==> config.mk <==
export PLATFORM = sky130hd
export DESIGN_NAME = decode_stage
export DESIGN_NICKNAME = d
export VERILOG_FILES = /design/src/rtl/decode_stage.sv
export SDC_FILE = /design/constraint.sdc
export NUM_CORES = 1
export LEC_CHECK = 0
export ABC_AREA = 1
export BUFFER_PORTS_ARGS = -buffer_cell sky130_fd_sc_hd__buf_4
export CORE_MARGIN = 1
export CORE_UTILIZATION = 30
export CTS_BUF_LIST = sky130_fd_sc_hd__clkbuf_4 sky130_fd_sc_hd__clkbuf_8 sky130_fd_sc_hd__clkbuf_16
export CTS_CLUSTER_SIZE = 10
export DETAILED_ROUTE_END_ITERATION = 12
export HOLD_SLACK_MARGIN = 0.06
export PLACE_DENSITY = 0.49
export SLEW_MARGIN = 10
export SYNTH_ARGS = -nofsm -noshare
export SYNTH_HDL_FRONTEND = slang
export SYNTH_SLANG_ARGS = --single-unit
==> constraint.sdc <==
create_clock -name clk -period 2.8 [get_ports clk]
set_clock_uncertainty 0.1 [all_clocks]
set_input_delay 0.14 -clock clk [delete_from_list [all_inputs] [get_ports clk]]
set_output_delay 0.14 -clock clk [all_outputs]
set_load 0.02 [all_outputs]
==> src/rtl/decode_stage.sv <==
// Registered decode stage with load-use interlock and HLT drain/halt FSM; control word appears one edge after accept.
// Backpressure: instr_rdy drops on load-use hazard, during drain and once halted; the stage itself is never stalled downstream.
module decode_stage #(
   parameter int IW        = 16,
   parameter int RW        = 4,
   parameter int DRAIN_CYC = 3
) (
   input  logic          clk,
   input  logic          rst_n,
   input  logic          instr_vld,
   input  logic [IW-1:0] instr,
   output logic          instr_rdy,
   input  logic          z_flag,
   input  logic          flush,
   output logic          ctl_vld,
   output logic          rdEnReg1,
   output logic          rdEnReg2,
   output logic          wrRegEn,
   output logic          memRd,
   output logic          memWr,
   output logic          mem2reg,
   output logic          sawBr,
   output logic          sawJ,
   output logic          aluSrc,
   output logic [RW-1:0] rdReg1,
   output logic [RW-1:0] rdReg2,
   output logic [RW-1:0] wrReg,
   output logic [3:0]    aluOp,
   output logic [3:0]    shAmt,
   output logic          halted
);

   // Opcode and ALU encodings shared with the single-cycle core's defines.v.
   localparam logic [3:0] OP_ADD = 4'h0, OP_ADDZ = 4'h1, OP_SUB = 4'h2, OP_AND = 4'h3,
                          OP_NOR = 4'h4, OP_SLL  = 4'h5, OP_SRL = 4'h6, OP_SRA = 4'h7,
                          OP_LW  = 4'h8, OP_SW   = 4'h9, OP_LHB = 4'hA, OP_LLB = 4'hB,
                          OP_B   = 4'hC, OP_JAL  = 4'hD, OP_JR  = 4'hE, OP_HLT = 4'hF;
   localparam logic [3:0] ALU_ADD = 4'h0, ALU_SUB = 4'h1, ALU_AND = 4'h2, ALU_NOR = 4'h3,
                          ALU_SLL = 4'h4, ALU_SRL = 4'h5, ALU_SRA = 4'h6, ALU_LHB = 4'h7,
                          ALU_LLB = 4'h8, ALU_NOP = 4'hF;

   typedef struct packed {
      logic          rd1;
      logic          rd2;
      logic          wr;
      logic          mrd;
      logic          mwr;
      logic          br;
      logic          j;
      logic [RW-1:0] r1;
      logic [RW-1:0] r2;
      logic [RW-1:0] w;
      logic [3:0]    alu;
      logic [3:0]    sh;
   } ctl_t;

   typedef enum logic [1:0] {RUN, DRAIN, HALTED} state_t;

   state_t     state_q, state_d;
   logic [3:0] cnt_q, cnt_d;
   ctl_t       ctl_q, ctl_d, dec;
   logic       vld_q, vld_d;
   logic [3:0] opc;
   logic       load_use, stall, take;

   assign opc = instr[IW-1:IW-4];

   always_comb begin
      dec     = '0;
      dec.r1  = (opc == OP_LHB || opc == OP_SW) ? RW'(instr[11:8]) : RW'(instr[7:4]);
      dec.r2  = RW'(instr[3:0]);
      dec.sh  = instr[3:0];
      dec.w   = (opc == OP_JAL) ? '1 : RW'(instr[11:8]);
      case (opc)
         OP_ADD:  begin dec.rd1 = 1'b1; dec.rd2 = 1'b1; dec.wr = 1'b1; dec.alu = ALU_ADD; end
         OP_ADDZ: begin dec.rd1 = 1'b1; dec.rd2 = 1'b1; dec.wr = z_flag;
                        dec.alu = z_flag ? ALU_ADD : ALU_NOP; end
         OP_SUB:  begin dec.rd1 = 1'b1; dec.rd2 = 1'b1; dec.wr = 1'b1; dec.alu = ALU_SUB; end
         OP_AND:  begin dec.rd1 = 1'b1; dec.rd2 = 1'b1; dec.wr = 1'b1; dec.alu = ALU_AND; end
         OP_NOR:  begin dec.rd1 = 1'b1; dec.rd2 = 1'b1; dec.wr = 1'b1; dec.alu = ALU_NOR; end
         OP_SLL:  begin dec.rd1 = 1'b1; dec.wr = 1'b1; dec.alu = ALU_SLL; end
         OP_SRL:  begin dec.rd1 = 1'b1; dec.wr = 1'b1; dec.alu = ALU_SRL; end
         OP_SRA:  begin dec.rd1 = 1'b1; dec.wr = 1'b1; dec.alu = ALU_SRA; end
         OP_LW:   begin dec.rd1 = 1'b1; dec.wr = 1'b1; dec.mrd = 1'b1; dec.alu = ALU_ADD; end
         OP_SW:   begin dec.rd1 = 1'b1; dec.mwr = 1'b1; dec.alu = ALU_ADD; end
         OP_LHB:  begin dec.rd1 = 1'b1; dec.wr = 1'b1; dec.alu = ALU_LHB; end
         OP_LLB:  begin dec.wr = 1'b1; dec.alu = ALU_LLB; end
         OP_B:    begin dec.br = 1'b1; end
         OP_JAL:  begin dec.j = 1'b1; dec.wr = 1'b1; end
         OP_JR:   begin dec.j = 1'b1; dec.rd1 = 1'b1; end
         default: begin end
      endcase
   end

   // The bubble loaded during a stall clears the LW from the output register, so a stall lasts one cycle.
   assign load_use  = vld_q & ctl_q.mrd &
                      ((dec.rd1 & (dec.r1 == ctl_q.w)) | (dec.rd2 & (dec.r2 == ctl_q.w)));
   assign stall     = load_use & ~flush;
   assign instr_rdy = (state_q == RUN) & ~stall;
   assign take      = instr_vld & instr_rdy & ~flush;

   always_comb begin
      state_d = state_q;
      cnt_d   = cnt_q;
      case (state_q)
         RUN: begin
            if (take && opc == OP_HLT) begin
               state_d = DRAIN;
               cnt_d   = 4'd0;
            end
         end
         DRAIN: begin
            if (flush) begin
               state_d = RUN;
               cnt_d   = 4'd0;
            end else if (cnt_q == 4'(DRAIN_CYC - 1)) begin
               state_d = HALTED;
               cnt_d   = 4'd0;
            end else begin
               cnt_d = cnt_q + 4'd1;
            end
         end
         HALTED:  state_d = HALTED;
         default: state_d = RUN;
      endcase
   end

   assign ctl_d = take ? dec : '0;
   assign vld_d = take;

   always_ff @(posedge clk or negedge rst_n) begin
      if (!rst_n) begin
         state_q <= RUN;
         cnt_q   <= 4'd0;
         ctl_q   <= '0;
         vld_q   <= 1'b0;
      end else begin
         state_q <= state_d;
         cnt_q   <= cnt_d;
         ctl_q   <= ctl_d;
         vld_q   <= vld_d;
      end
   end

   assign ctl_vld  = vld_q;
   assign rdEnReg1 = ctl_q.rd1;
   assign rdEnReg2 = ctl_q.rd2;
   assign wrRegEn  = ctl_q.wr;
   assign memRd    = ctl_q.mrd;
   assign memWr    = ctl_q.mwr;
   assign mem2reg  = ctl_q.mrd;
   assign sawBr    = ctl_q.br;
   assign sawJ     = ctl_q.j;
   assign aluSrc   = ctl_q.rd2;
   assign rdReg1   = ctl_q.r1;
   assign rdReg2   = ctl_q.r2;
   assign wrReg    = ctl_q.w;
   assign aluOp    = ctl_q.alu;
   assign shAmt    = ctl_q.sh;
   assign halted   = (state_q == HALTED);

endmodule

==> results.json <==
{
  "fmax_mhz": 504,
  "crit_buf_inv": 4,
  "htreeDepth": 2,
  "ys_seq_elements": 30,
  "crit_chain": "dlygate4sd3_1, buf_4, nand3_1, nand2_1, nand2_1, nand2_1, nor2_1, nand3_1, nand2_1, nand2_2, nand2_1, clkinv_2, buf_4",
  "worstMarginPinSlew_ps": 388,
  "relSlewSlack_pct": 74.1,
  "vias": 1394,
  "min_path_type": "in -> reg",
  "cts_root_buf": "clkbuf_8",
  "syn_inst": 195,
  "path_max_fanout": 3,
  "post_cts_buffers": 0,
  "gp_congestion": 0.888,
  "routed_wl_um": 3800,
  "path_common_cell": "nand2_1",
  "critPathLaunchType": "primary input",
  "cts_tree": "built",
  "synth-warning-count": 0,
  "insertion_delay_ps": 280,
  "rows": 25,
  "die_area_um2": 5530,
  "setup_viol": 0,
  "cts_sinks": 30,
  "crit_path_top_delay_cell": "dlygate4sd3_1",
  "grt_pass1_vias": 1375,
  "placedCellCount": 306,
  "worstSetupPathType": "in -> out",
  "max-vdd-ir-drop_mv": 0.164,
  "vias_per_cell": 4.29,
  "die_y_um": 74.3,
  "synth_area_per_cell_um2": 8.05,
  "period_needed_ps": 1990,
  "wl_per_cell_um": 11.7,
  "portBuffers": 52,
  "finalCritPeriodShare_pct": 70.9,
  "p_per_area_nw_per_um2": 533,
  "first_iter_violations": 50,
  "cp_data_required_time_ps": 2560,
  "area_delta_synth_final_pct": 39.0,
  "outcome": "finished clean",
  "grt_pass1_wl_um": 6460,
  "firstDrtPassIters": 4,
  "arrival_ps": 1750,
  "hold_viol": 0,
  "slowest_delay_ps": 540,
  "reg2reg_slack_ps": 1090,
  "groute.usage.overall_pct": 16.0,
  "finalSetupTns_ps": 0,
  "ant_nets": 0,
  "grt-ovfl-total": 0,
  "fin_cells": 325,
  "io_pins": 53,
  "nNetsFinal": 280,
  "coreArea_um2": 4880,
  "clock_path_buffers": 2,
  "path_delay_family": "buffers and inverters",
  "drv_slew": 0,
  "p_leak_uw": 0.00125,
  "ys_seq_area_share_pct": 47.8,
  "n_fill_cell": 519,
  "grt_max_degree": 31,
  "die_width_um": 74.3,
  "yosysUniqueCellTypes": 24,
  "numCtsBuffers": 5,
  "max-cap-violations": 0,
  "dp_hpwl_um": 2810,
  "drc": 0,
  "antenna_found_initial": 0,
  "final_layout_size_suffix_gt1_share_pct": 28.7,
  "start_util_pct": 32.2,
  "clkSlewWorstSetupHoldPaths_ps": 70,
  "synth_area_um2": 1570,
  "antenna_cells": 0,
  "syn_nets": 218,
  "endpoint_kind": "output pin",
  "rsz0062_at_grt": "false"
}
## flip-flops by register name, indices dropped and copies added, names as in the netlist, 2 cells and up
signal   cells
cnt_q        4
wrReg        4
rdReg1       4
state_q      2
aluOp        4
rdReg2       4
## layout make-up
class	instances	area, um2	share of cell area (%)
Clock buffer	7	90.1	4.13
Clock inverter	1	5.00	0.229
Inverter	34	129	5.91
Multi-Input combinational cell	123	623	28.6
Sequential cell	30	751	34.4
Tap cell	67	83.8	3.84
Timing Repair Buffer	63	500	22.9
## synth_stat cells
library cell	instances	area share, %
or2_2	1	0.40
nand2_2	4	1.6
nor2_8	1	1.3
xnor2_1	2	1.1
inv_2	1	0.24
inv_1	32	7.6
nand2_1	32	7.6
nand3_1	19	6.1
nor3_1	3	0.96
o2111ai_1	1	0.56
and3b_1	1	0.56
nand2_4	3	2.2
o22ai_1	1	0.40
a21oi_2	3	1.7
buf_4	6	2.9
nand4_1	2	0.80
buf_6	2	1.4
a21oi_1	5	1.6
dfrtp_1	30	48
o21ai_0	5	1.6
nor2_1	36	8.6
xor2_1	2	1.1
ha_1	2	1.6
clkinv_2	1	0.32
## per-stage QoR
stage,cell area (um2),hold WS [ps],utilization [%],total power [uW],worst slack (ps)
final,2180,72.0,44.7,1160,814
after detailed placement,1980,-0.149,40.5,792,869
after global placement,1980,-3.43,40.5,793,899
after CTS,2180,64.9,44.7,1180,806
after floorplan,1570,-256,-,676,1120
after global routing,2180,84.9,44.7,1230,668
## routing by layer
| layer | GRT usage, % | vias up | wire [um] |
|---|---|---|---|
| met4 | 8.18 | 0 | 102 |
| met2 | 24.7 | 38 | 1720 |
| met1 | 20.8 | 630 | 1800 |
| met5 | 0 | - | 0 |
| met3 | 3.79 | 9 | 175 |
| li1 | - | 717 | - |
## cells in the final DEF, fill, tap and decap left out, drive strengths merged, types with 2 or more instances in the layout
| cell | synthesis | routed |
|---|---|---|
| a21oi | 8 | 8 |
| buf | 8 | 52 |
| clkbuf | 0 | 7 |
| clkinv | 1 | 2 |
| dfrtp | 30 | 30 |
| dlygate4sd3 | 0 | 11 |
| ha | 2 | 2 |
| inv | 33 | 33 |
| nand2 | 39 | 39 |
| nand3 | 19 | 19 |
| nand4 | 2 | 2 |
| nor2 | 37 | 37 |
| nor3 | 3 | 3 |
| o21ai | 5 | 5 |
| xnor2 | 2 | 2 |
| xor2 | 2 | 2 |
## report_power, final
part | switching [uW] | internal [uW] | leakage (uW)
registers | 21.4 | 468 | 0.000410
logic | 182 | 122 | 0.000790
clock network | 162 | 208 | 0.0000517
total | 365 | 797 | 0.00125
## path summary, 6_finish.rpt
check,start,endpoint,depth (start not counted)
max,instr[10],instr_rdy,13
min,instr[4],rdReg1[0],3
max reg2reg,wrReg[2],aluOp[0],9
min reg2reg,cnt_q[3],cnt_q[3],2
max in group asynchronous,rst_n,rdReg2[1],2
min in group asynchronous,rst_n,rdReg1[0],2
## worst register-to-register path: stages (launching register included)
cell and delay [ps]:
dfrtp_1 420, xor2_1 170, a21oi_1 130, o2111ai_1 130, nand2_1 100, nand2_2 60, nand2_1 80, clkinv_2 90
nand2_4 220, a21oi_1 80
## cell families (layout without fill, tap and decap cells)
kind of cell	count (synthesis)	count (layout)	share of synthesized area [%]
DFF	30	30	47.8
adders and majority gates	2	2	1.59
and+or+nand+nor	102	102	30.0
buffers and inverters	42	105	12.5
AOI/OAI and AO/OA	15	15	5.82
xor gates and xnor gates	4	4	2.23
## repair_timing
item,in CTS,in global routing
gates resized for setup,0,0
hold endpoints to repair,40,0
hold buffers,11,0
Note: power is estimated with default switching activity, not from simulation.
